<file path="src/rtl/al_demux_pkg.sv">
// al_demux_pkg
// Shared constants and types for the 1-to-4 valid/ready demultiplexer.
//   NPORT   : number of output ports
//   SELW    : width of the destination select
//   state_e : packet-tracking FSM states (IDLE, BURST)
package al_demux_pkg;

  localparam int NPORT = 4;
  localparam int SELW  = 2;

  typedef enum logic {
    IDLE  = 1'b0,
    BURST = 1'b1
  } state_e;

endpackage

</file>
<file path="src/rtl/al_demux_slot.sv">
// al_demux_slot
// Single-entry registered holding stage with valid/ready handshake.
//   clk, rst   : clock, synchronous active-high reset
//   load       : write load_data/load_last into the slot this edge
//   load_data  : payload to capture
//   load_last  : last flag to capture
//   can_load   : slot is empty or draining this cycle, so it may be loaded
//   o_valid    : slot holds a beat
//   o_ready    : downstream accepts the held beat
//   o_data     : held payload, stable while o_valid && !o_ready
//   o_last     : held last flag
module al_demux_slot #(
  parameter int W = 8
) (
  input  logic         clk,
  input  logic         rst,
  input  logic         load,
  input  logic [W-1:0] load_data,
  input  logic         load_last,
  output logic         can_load,
  output logic         o_valid,
  input  logic         o_ready,
  output logic [W-1:0] o_data,
  output logic         o_last
);

  logic         valid_q, valid_d;
  logic [W-1:0] data_q, data_d;
  logic         last_q, last_d;

  // A draining slot can take a new beat on the same edge, which is what
  // gives back-to-back throughput without a skid buffer.
  assign can_load = !valid_q || o_ready;

  // Drain clears the slot; a load on the same edge wins and keeps it valid.
  always_comb begin
    valid_d = valid_q;
    data_d  = data_q;
    last_d  = last_q;
    if (valid_q && o_ready) begin
      valid_d = 1'b0;
    end
    if (load) begin
      valid_d = 1'b1;
      data_d  = load_data;
      last_d  = load_last;
    end
  end

  always_ff @(posedge clk) begin
    if (rst) begin
      valid_q <= 1'b0;
      data_q  <= '0;
      last_q  <= 1'b0;
    end else begin
      valid_q <= valid_d;
      data_q  <= data_d;
      last_q  <= last_d;
    end
  end

  assign o_valid = valid_q;
  assign o_data  = data_q;
  assign o_last  = last_q;

endmodule

</file>
<file path="src/rtl/al_map_demux4.sv">
// al_map_demux4
// Routes a valid/ready input stream to one of four registered output ports.
// With PKT=1 the destination is locked for the whole packet (until i_last);
// with PKT=0 the destination is sampled on every beat.
//   clk, rst  : clock, synchronous active-high reset
//   i_valid   : input beat valid
//   i_ready   : input beat accepted when i_valid && i_ready
//   i_data    : input payload (W bits)
//   i_last    : final beat of a packet
//   s         : destination port select
//   o_valid   : per-port valid, bit n = port n
//   o_ready   : per-port downstream ready
//   o_data    : port n payload on bits [n*W +: W]
//   o_last    : per-port last flag
module al_map_demux4
  import al_demux_pkg::*;
#(
  parameter int W   = 8,
  parameter int PKT = 1
) (
  input  logic               clk,
  input  logic               rst,
  input  logic               i_valid,
  output logic               i_ready,
  input  logic [W-1:0]       i_data,
  input  logic               i_last,
  input  logic [SELW-1:0]    s,
  output logic [NPORT-1:0]   o_valid,
  input  logic [NPORT-1:0]   o_ready,
  output logic [NPORT*W-1:0] o_data,
  output logic [NPORT-1:0]   o_last
);

  state_e            state_q, state_d;
  logic [SELW-1:0]   sel_q, sel_d;
  logic [SELW-1:0]   eff_sel;
  logic [NPORT-1:0]  sel_oh;
  logic [NPORT-1:0]  slot_can_load;
  logic [NPORT-1:0]  slot_load;
  logic              accept;

  // Inside a packet the locked select wins; otherwise s is used directly.
  assign eff_sel = (PKT != 0 && state_q == BURST) ? sel_q : s;

  // Equality compare rather than a shift: an unknown select matches no
  // port, so no slot loads and i_ready drops in simulation.
  always_comb begin
    sel_oh = '0;
    for (int n = 0; n < NPORT; n++) begin
      if (eff_sel == SELW'(n)) begin
        sel_oh[n] = 1'b1;
      end
    end
  end

  // Only the selected port's occupancy gates the input.
  assign i_ready   = !rst && |(sel_oh & slot_can_load);
  assign accept    = i_valid && i_ready;
  assign slot_load = accept ? sel_oh : '0;

  // Packet tracking: a non-last accept opens a burst and locks s; a last
  // accept closes it. Single-beat packets never leave IDLE.
  always_comb begin
    state_d = state_q;
    sel_d   = sel_q;
    if (PKT != 0 && accept) begin
      if (state_q == IDLE && !i_last) begin
        state_d = BURST;
        sel_d   = s;
      end else if (state_q == BURST && i_last) begin
        state_d = IDLE;
      end
    end
  end

  always_ff @(posedge clk) begin
    if (rst) begin
      state_q <= IDLE;
      sel_q   <= '0;
    end else begin
      state_q <= state_d;
      sel_q   <= sel_d;
    end
  end

  for (genvar n = 0; n < NPORT; n++) begin : g_slot
    al_demux_slot #(.W(W)) u_slot (
      .clk       (clk),
      .rst       (rst),
      .load      (slot_load[n]),
      .load_data (i_data),
      .load_last (i_last),
      .can_load  (slot_can_load[n]),
      .o_valid   (o_valid[n]),
      .o_ready   (o_ready[n]),
      .o_data    (o_data[n*W +: W]),
      .o_last    (o_last[n])
    );
  end

endmodule

</file>
<file path="config.mk">
export PLATFORM = sky130hd
export DESIGN_NAME = al_map_demux4
export DESIGN_NICKNAME = d
export VERILOG_FILES = /design/src/rtl/al_demux_pkg.sv /design/src/rtl/al_demux_slot.sv /design/src/rtl/al_map_demux4.sv
export SDC_FILE = /design/constraint.sdc
export NUM_CORES = 1
export LEC_CHECK = 0
export BUFFER_PORTS_ARGS = -buffer_cell sky130_fd_sc_hd__buf_2
export CAP_MARGIN = 20
export CORE_MARGIN = 2
export CORE_UTILIZATION = 44
export CTS_CLUSTER_DIAMETER = 40
export DETAILED_ROUTE_END_ITERATION = 7
export MAX_ROUTING_LAYER = met4
export PLACE_DENSITY_LB_ADDON = 0.05
export SLEW_MARGIN = 20
export SYNTH_ARGS = -nofsm -noshare
export SYNTH_HDL_FRONTEND = slang
export SYNTH_SLANG_ARGS = --single-unit
</file>
<file path="constraint.sdc">
create_clock -name clk -period 1.8 [get_ports clk]
set_clock_uncertainty 0.1 [all_clocks]
set_input_delay 0.09 -clock clk [delete_from_list [all_inputs] [get_ports clk]]
set_output_delay 0.09 -clock clk [all_outputs]
set_load 0.01 [all_outputs]
</file>
# ---- After elaboration in Yosys (flattened, before gate mapping)
# Cells that the tools add are included.
dict set report word_totals {
  output_inout_bits 41
  register_bits 43
  memories 0
  word_cells 62
  mem_bits_rw 0
  in_bits 18
  latchBits 0
  mem_bits_ro 0
}
dict set report classes {
  n_shift 0
  mul 0
  muxes 16
  div 0
  n_reduce_logical 27
  n_lt_le_gt_ge 0
  n_bitwise 2
  addsub 0
  n_eq_ne 3
}
# cell n
set op_table {}
lappend op_table {{$mux 1} 14}
lappend op_table {{$reduce_bool 2->1} 5}
lappend op_table {{$logic_and 1x1->1} 8}
lappend op_table {{$logic_not 1->1} 6}
lappend op_table {{$and 4x4->4} 1}
lappend op_table {{$eq 2x2->1 const B} 2}
lappend op_table {{$logic_or 1x1->1} 4}
lappend op_table {{$mux 4} 1}
lappend op_table {{$reduce_and 2->1} 2}
lappend op_table {{$reduce_or 4->1} 1}
lappend op_table {{$eq 2x1->1 const B} 1}
lappend op_table {{$logic_not 2->1} 1}
lappend op_table {{$mux 2} 1}
lappend op_table {{$not 1->1} 1}

# ---- Logic depth before layout (Yosys ltp)
# Gate-level depths: netlist (run 1).
dict set report logic_depth {
  depth_word 9
  depth_mapped 6
  ltp_nobuf 6
}

# ---- Cells and area by module
# From an unflattened synthesis (run 1), not the netlist that was laid out.
dict set report hier_totals {
  cells_unflattened 175
  area_unflattened_um2 1801.7
}
# module area_per_inst_um2 n_inst cells_per_inst seq_area_each_um2
set modules_own_cells {}
lappend modules_own_cells {al_demux_slot 355.3 4 33 200.2}
lappend modules_own_cells {al_map_demux4 380.4 1 43 60.1}

# ---- Worst setup path after synthesis (run 1)
# Ideal clock, no wire load.
dict set report synth_path {
  path_type {reg2reg}
  startpoint {register state_q}
  endpoint {register sel_q[0]}
  arrival_time_ns 1.522
  t_required_ns 1.577
  period_less_slack_ns 1.745
  stages_incl_launch_ff 5
  n_path_buf 0
  setup_ns 0.123
  setup_slack_ns 0.055
  path_cell_list {dfxtp_1 mux2i_2 mux2i_1 a22oi_2 mux2_1}
}
dict set report synth_between {
  elab_chain_len 8
  word_cells_on_any_way 16
  classes_between {eq/ne (3); mux (5); bitwise (2); reduce/logical (6)}
}
# element line_no
set synth_lines {}
lappend synth_lines {{start: declaration} al_map_demux4.sv:34} ;# state_e state_q, state_d;
lappend synth_lines {{start signal: assignment} al_map_demux4.sv:81} ;# state_q <= state_d;
lappend synth_lines {{$mux 2} al_map_demux4.sv:43} ;# assign eff_sel = (PKT != 0 && state_q == BURST) ? sel_q : s;
lappend synth_lines {{$eq 2x1->1 (tied with other cells)} al_map_demux4.sv:50} ;# if (eff_sel == SELW'(n)) begin
lappend synth_lines {{$mux 1} al_map_demux4.sv:50}
lappend synth_lines {{$and 4x4->4} al_map_demux4.sv:57} ;# assign i_ready = !rst && |(sel_oh & slot_can_load);
lappend synth_lines {{$reduce_or 4->1} al_map_demux4.sv:57}
lappend synth_lines {{$logic_and 1x1->1} al_map_demux4.sv:57}
lappend synth_lines {{$logic_and 1x1->1} al_map_demux4.sv:58} ;# assign accept = i_valid && i_ready;
lappend synth_lines {{$reduce_and 2->1 (no line) *} -}
lappend synth_lines {{end signal: assignment} al_map_demux4.sv:82} ;# sel_q <= sel_d;
lappend synth_lines {{end: declaration} al_map_demux4.sv:35} ;# logic [SELW-1:0] sel_q, sel_d;
# Mark *: on every way between the ends. The rest lies on a longest branch, timed or not.
# A chain may end at the register's enable or synchronous reset.

# ---- Final worst setup path (run 1)
dict set report layout_path {
  startpoint {register state_q}
  endpoint {output i_ready}
}
dict set report layout_between {
  elab_chain_len 6
  word_cells_on_any_way 12
  classes_between {eq/ne (3); mux (5); bitwise (1); reduce/logical (3)}
}
# element line_no
set layout_lines {}
lappend layout_lines {{$mux 2 *} al_map_demux4.sv:43}
lappend layout_lines {{$eq 2x1->1 (tied with other cells)} al_map_demux4.sv:50}
lappend layout_lines {{$mux 1} al_map_demux4.sv:50}
lappend layout_lines {{$and 4x4->4 *} al_map_demux4.sv:57}
lappend layout_lines {{$reduce_or 4->1 *} al_map_demux4.sv:57}
lappend layout_lines {{$logic_and 1x1->1 *} al_map_demux4.sv:57}
lappend layout_lines {{end: declaration} al_map_demux4.sv:24} ;# output logic i_ready,
# Marks and branches as above.

==> reports/metrics.yaml, run 1 <==
worst_setup_path:
  cp_slowest_cell: "dfxtp_4"
  crit_required_ps: 1610
  crit_chain: "mux2i_4 -> mux2i_2 -> nor2_1 -> nor3_1 -> buf_2"
  slowest_delay_ps: 390
  start_kind: "flop"
  cp.arrival_ps: 1660
  cp_num_buf_inv: 1
  crit_fanout: 4
  end_kind: "primary output"
  crit_type: "flop to primary output"
  critical_path.top_delay_family: "multiplexers"
floorplan:
  die_w_um: 67.1
  core_area_sq_um: 3740
  rows: 22
  io-pin-count: 59
  dieArea_sq_um: 4500
  start_util: 0.468
  die_h_um: 67.1
sta:
  hold_viol_final: 0
  min_period_ps: 1850
  setup_violations: 2
  post-route-period-util: 1.03
  rsz0062_at_grt: "true"
  tns_ps: -47.6
  final.setup.worst_slack_ps: -47.5
  tightest_slew_ps: 429
  fmax_mhz: 541
  slew_violations: 0
  relSlewSlack: 0.714
logic_synthesis:
  ys_seq_area_frac: 0.491
  synthSimpleGateAreaFrac: 0.165
  syn-num-nets: 194
  syn_avg_cell_area_sq_um: 10.0
  synthCells: 175
  synth-compound-area-share: 0.0171
  synth_mux_area_frac: 0.256
  synthXorXnorAreaFrac: 0
  synth_top_family_by_area: "multiplexers"
  synth-seq-cells: 43
  ys.warnings.count: 0
  synth_fa_ha_area_frac: 0.00714
  syn-cell-area_sq_um: 1750
  synth.distinct_cells: 20
pwr:
  p_sw_mw: 0.440
  p_int_mw: 1.51
  sw_frac_of_total: 0.226
  ir_drop_v: 0.000612
  leakage_nw: 1.19
  p_clk_frac: 0.360
  seq_power_share: 0.512
  total_power_mw: 1.95
  powerDensity_nw_per_um2: 823
  combinationalPowerShare: 0.128
route:
  drt-met1-wl_um: 1840
  via_per_inst: 4.91
  wl_per_cell_um: 14.3
  top_layer: "met4"
  antenna_left: 0
  wl_um: 4220
  dr_wl_met3_um: 241
  num_vias: 1452
  drc: 0
  detailedRoute.firstPassIterationCount: 4
  drtIter0Drc: 132
  wl_met2_um: 2090
run_status:
  outcome: "complete, but fails checks"
  violations: "setup timing"
final_layout:
  fin_area_sq_um: 2370
  nNetsFinal: 267
  final_core_util: 0.633
  post_route_cells_drive_above_1_share: 0.359
  diodes: 0
  area_growth_pct: 35.4
global_route:
  grt_pass1_vias: 1378
  antenna_found_initial: 0
  grt_util_all_layers: 0.207
  gr-total-overflow: 0
  grt_pass1_wl_um: 6720
  grt_start_max_net_pins: 43
placement:
  dp_hpwl_um: 2880
  gp_congestion: 0.971
  place_area_sq_um: 2090
  pre_cts_slack_ps: -7.87
  port_buffers: 58
clock_network:
  clkSinkCount: 43
  cts_tree: "yes"
  path_clk_slew_ps: 70
  cts_max_level: 2
  clk_latency_ps: 290
  numCtsBuffers: 5
  clockBufferDepth: 2
  cts-root-buf: "clkbuf_8"
job:
  drv_cap: 0
hold_path:
  holdCritPathClass: "primary input to flop"
registers in the layout, summed over array words and instances, names as in the netlist:
| signal | cells |
|---|---|
| g_slot.u_slot.o_data | 32 |
| g_slot.u_slot.o_last | 4 |
| g_slot.u_slot.o_valid | 4 |
| sel_q | 2 |
| state_q | 1 |
logic make-up (layout without fill, tap and decap cells):
| family | Yosys count | count (layout) |
|---|---|---|
| buf+inv | 19 | 92 |
| flops | 43 | 43 |
| simple gates | 64 | 64 |
| fa+ha+maj | 1 | 1 |
| compound gates | 4 | 4 |
| mux | 44 | 44 |
what timing repair did:
action                                  4_1_cts  5_1_grt
pin swaps                                     1        2
setup buffers                                 2        2
hold buffers                                 11        0
resized for setup                             5        5
endpoints found under the setup margin        4       25
hold endpoints to repair                     23        0
tightest hold or removal path, cell delays in order:
cell	delay (ps)
buf_2	80
nand2b_1	120
a21oi_1	70
area by class of cell:
cell class,count,area [sq um]
fill,330,1370
sequential,43,865
multi-input combinational,113,827
timing repair buffer,83,509
clock buffer,6,72.6
tap,48,60.1
clock inverter,1,30.0
inverter,2,7.51
stage by stage:
stage | hold slack (ps) | std cells
after floorplan | 115 | 175
after global placement | 229 | 275
after detailed placement | 232 | 275
after CTS | 23.3 | 295
after global routing | 29.4 | 296
final | 25.1 | 296
path summary, 6_finish.rpt:
| path | slack [ps] | startpoint | cells past startpoint | end |
|---|---|---|---|---|
| worst max register to register | 10 | state_q | 4 | sel_q[0] |
| worst min-delay path | 30 | o_ready[2] | 3 | g_slot[2].u_slot.o_valid |
| worst min register to register | 390 | g_slot[3].u_slot.o_data[7] | 2 | g_slot[3].u_slot.o_data[7] |
| worst max-delay path | -50 | state_q | 5 | i_ready |
routing by layer:
metal	track usage	vias up
met5	-	-
met4	0.0663	0
met3	0.0490	6
met2	0.340	61
met1	0.251	669
li1	-	716
synth_stat cells:
master | number | area, sq um
and3_1 | 2 | 12.5
mux2i_2 | 1 | 13.8
nor2_1 | 44 | 165
nor2b_1 | 7 | 43.8
a22oi_1 | 1 | 7.51
ha_1 | 1 | 12.5
dfxtp_1 | 43 | 861
nand4_1 | 2 | 12.5
nor3_1 | 1 | 5.00
buf_2 | 2 | 10.0
mux2i_1 | 40 | 400
clkbuf_1 | 5 | 18.8
nor4_1 | 2 | 12.5
buf_4 | 10 | 75.1
inv_1 | 2 | 7.51
mux2_1 | 2 | 22.5
mux2_2 | 1 | 11.3
a22oi_2 | 1 | 12.5
nand2b_1 | 6 | 37.5
a21oi_1 | 2 | 10.0
placed cells by master (no fill, tap or decap):
cell type / count
buf_6: 1
nor2b_1: 6
nor2_1: 44
nor4_4: 1
mux2_2: 1
dfxtp_4: 1
mux2i_1: 37
nand4_1: 2
mux2i_2: 3
ha_1: 1
nand2b_1: 6
a21oi_1: 2
nor2b_2: 1
inv_1: 2
buf_4: 13
buf_2: 58
mux2i_4: 1
bufinv_16: 1
and3_1: 2
dfxtp_1: 42
clkbuf_8: 5
dlygate4sd3_1: 11
a22oi_1: 1
nor3_1: 1
mux2_1: 1
nor4_2: 1
clkbuf_1: 1
mux2_4: 1
a22oi_2: 1
power groups by stage:
stage / Clock, mW / Sequential, mW / Combinational [mW]
after floorplan: 0 / 1.03 / 0.121
after global placement: 0 / 1.02 / 0.209
after detailed placement: 0 / 1.02 / 0.214
after CTS: 0.723 / 0.998 / 0.238
after global routing: 0.761 / 1.00 / 0.271
final: 0.702 / 0.999 / 0.249
(Power assumes the default switching activity.)
==> inputs of run 2 (changes only) <==
- clock period: 1.8 -> 1.5 ns (I/O delays scaled with it)
==> reports/metrics.yaml, run 2 (synthesized netlist as in run 1, its figures left out) <==
run_status:
  outcome: "complete, but fails checks"  # unchanged
  violations: "setup timing"  # unchanged
final_layout:
  fin_area_sq_um: 2510  # was 2370 sq um
  nNetsFinal: 276  # was 267
  multiInputGateArea_sq_um: 875  # was 827 sq um
  seqCellArea_sq_um: 865  # unchanged
  largest_register_ff_count: 32  # unchanged
  post_route_cells_drive_above_1_share: 0.405  # was 0.359
  diodes: 0  # unchanged
  area_growth_pct: 43.4  # was 35.4%
  fill_cells: 307  # was 330
  final_core_util: 0.671  # was 0.633
  layout_commonest_cell: "buf_2"  # unchanged
  final_cell_mix: "58 x buf_2, 43 x nor2_1, 42 x dfxtp_1"  # was 58 x buf_2, 44 x nor2_1, 42 x dfxtp_1
  instances_no_fill: 305  # was 296
clock_network:
  numCtsBuffers: 5  # unchanged
  clkSinkCount: 43  # unchanged
  cts_max_level: 2  # unchanged
  path_clk_slew_ps: 70  # about the same
  clk_latency_ps: 290  # about the same
  clockBufferDepth: 2  # unchanged
  cts-root-buf: "clkbuf_8"  # unchanged
  cts_tree: "yes"  # unchanged
floorplan:
  start_util: 0.468  # unchanged
  core_area_sq_um: 3740  # unchanged
  rows: 22  # unchanged
  die_h_um: 67.1  # unchanged
  io-pin-count: 59  # unchanged
  die_w_um: 67.1  # unchanged
  dieArea_sq_um: 4500  # unchanged
global_route:
  grt_pass1_vias: 1449  # was 1,378
  grt_util_all_layers: 0.203  # was 0.207
  gr-total-overflow: 0  # unchanged
  grt_pass1_wl_um: 6580  # was 6720 um
  antenna_found_initial: 0  # unchanged
  grt_start_max_net_pins: 45  # was 43
placement:
  pre_cts_slack_ps: -246  # was -7.87 ps
  gp_congestion: 0.781  # was 0.971
  dp.cells: 277  # was 275
  port_buffers: 58  # unchanged
  dp_hpwl_um: 2810  # was 2880 um
  place_area_sq_um: 2150  # was 2090 sq um
sta:
  setup_violations: 44  # was 2
  fmax_mhz: 544
  hold_viol_final: 0  # unchanged
  rsz0062_at_grt: "true"  # unchanged
  final.setup.worst_slack_ps: -338  # was -47.5 ps
  tightest_slew_ps: 445  # was 429 ps
  relSlewSlack: 0.704  # was 0.714
  hold_slack_ps: 16.1  # was 25.1 ps
  slew_violations: 0  # unchanged
  min_period_ps: 1840
  tns_ps: -9600  # was -47.6 ps
  post-route-period-util: 1.23
pwr:
  total_power_mw: 2.33  # was 1.95 mW
  leakage_nw: 1.24  # was 1.19 nW
  ir_drop_v: 0.000703  # was 0.000612 V
  powerDensity_nw_per_um2: 929  # was 823 nW/um^2
worst_setup_path:
  reg2regPathDepth: 6  # was 4
  rr_startpoint: "state_q"  # unchanged
  reg2reg_to: "g_slot[1].u_slot.o_last"  # was sel_q[0]
  cp.arrival_ps: 1660  # about the same
  crit_type: "flop to primary output"  # unchanged
  crit_fanout: 3  # was 4
  cp_slowest_cell: "dfxtp_4"  # unchanged
  crit_chain: "mux2i_4 -> mux2i_2 -> buf_4 -> nor2_2 -> nor3_2 -> buf_2"  # was mux2i_4 -> mux2i_2 -> nor2_1 -> nor3_1 -> buf_2
  slowest_delay_ps: 370  # was 390 ps
  critical_path.top_delay_family: "multiplexers"  # unchanged
  start_kind: "flop"  # unchanged
  end_kind: "primary output"  # unchanged
  cp_num_buf_inv: 2  # was 1
  r2r_setup_slack_ps: -320  # was 10 ps
  crit_required_ps: 1320  # was 1610 ps
route:
  detailedRoute.firstPassIterationCount: 4  # unchanged
  antenna_left: 0  # unchanged
  dr_wl_met3_um: 281  # was 241 um
  drc: 0  # unchanged
  wl_um: 4070  # was 4220 um
  wl_per_cell_um: 13.3  # was 14.3 um
  drtIter0Drc: 48  # was 132
  num_vias: 1484  # was 1,452
  wl_met2_um: 2000  # was 2090 um
  top_layer: "met4"  # unchanged
  drt-met1-wl_um: 1730  # was 1840 um
  via_per_inst: 4.87  # was 4.91
job:
  drv_cap: 0  # unchanged
hold_path:
  hold_depth: 4  # was 3
  holdPathEnd: "g_slot[1].u_slot.o_valid"  # was g_slot[2].u_slot.o_valid
  hp-start: "o_ready[1]"  # was o_ready[2]
  holdCritPathClass: "primary input to flop"  # unchanged
## run 2: power by group
part / internal, mW / switching (mW) / leakage [nW]
Combinational: 0.187 / 0.164 / 0.844
Clock: 0.421 / 0.363 / 0.0495
Sequential: 1.18 / 0.0215 / 0.349
Total: 1.78 / 0.548 / 1.24
## run 2: repair_timing
item                       4_1_cts  5_1_grt
resized for setup               11        6
hold buffers                    12        0
setup buffers                    6        3
setup endpoints to repair       41       44
pin swaps                        1        3
gates cloned                     0        0
hold endpoints to repair        37        0
## run 2: tightest hold or removal path, stage by stage
cell and delay, ps:
buf_2 90, nor2b_2 60, nor2_1 100, nor2_1 40
## run 2: metal layers
layer,global-route usage,vias to the layer above
li1,-,735
met1,0.227,692
met2,0.342,50
met3,0.0659,7
met4,0.0663,0
met5,-,-
## run 2: how the worst max path moves through the flow
stage | from | to | slack, ps | depth (start not counted)
after global placement | state_q | sel_q[1] | -180 | 4
after CTS | state_q | i_ready | -340 | 6
after floorplan | state_q | sel_q[0] | -110 | 4
after detailed placement | state_q | sel_q[1] | -250 | 4
after global routing | state_q | i_ready | -440 | 6
final | state_q | i_ready | -340 | 6
## run 2: area by class of cell
class | count | area share
Clock buffer | 7 | 0.0389
Inverter | 2 | 0.00299
Multi-Input combinational cell | 113 | 0.348
Sequential cell | 43 | 0.344
Tap cell | 48 | 0.0239
Timing Repair Buffer | 92 | 0.242
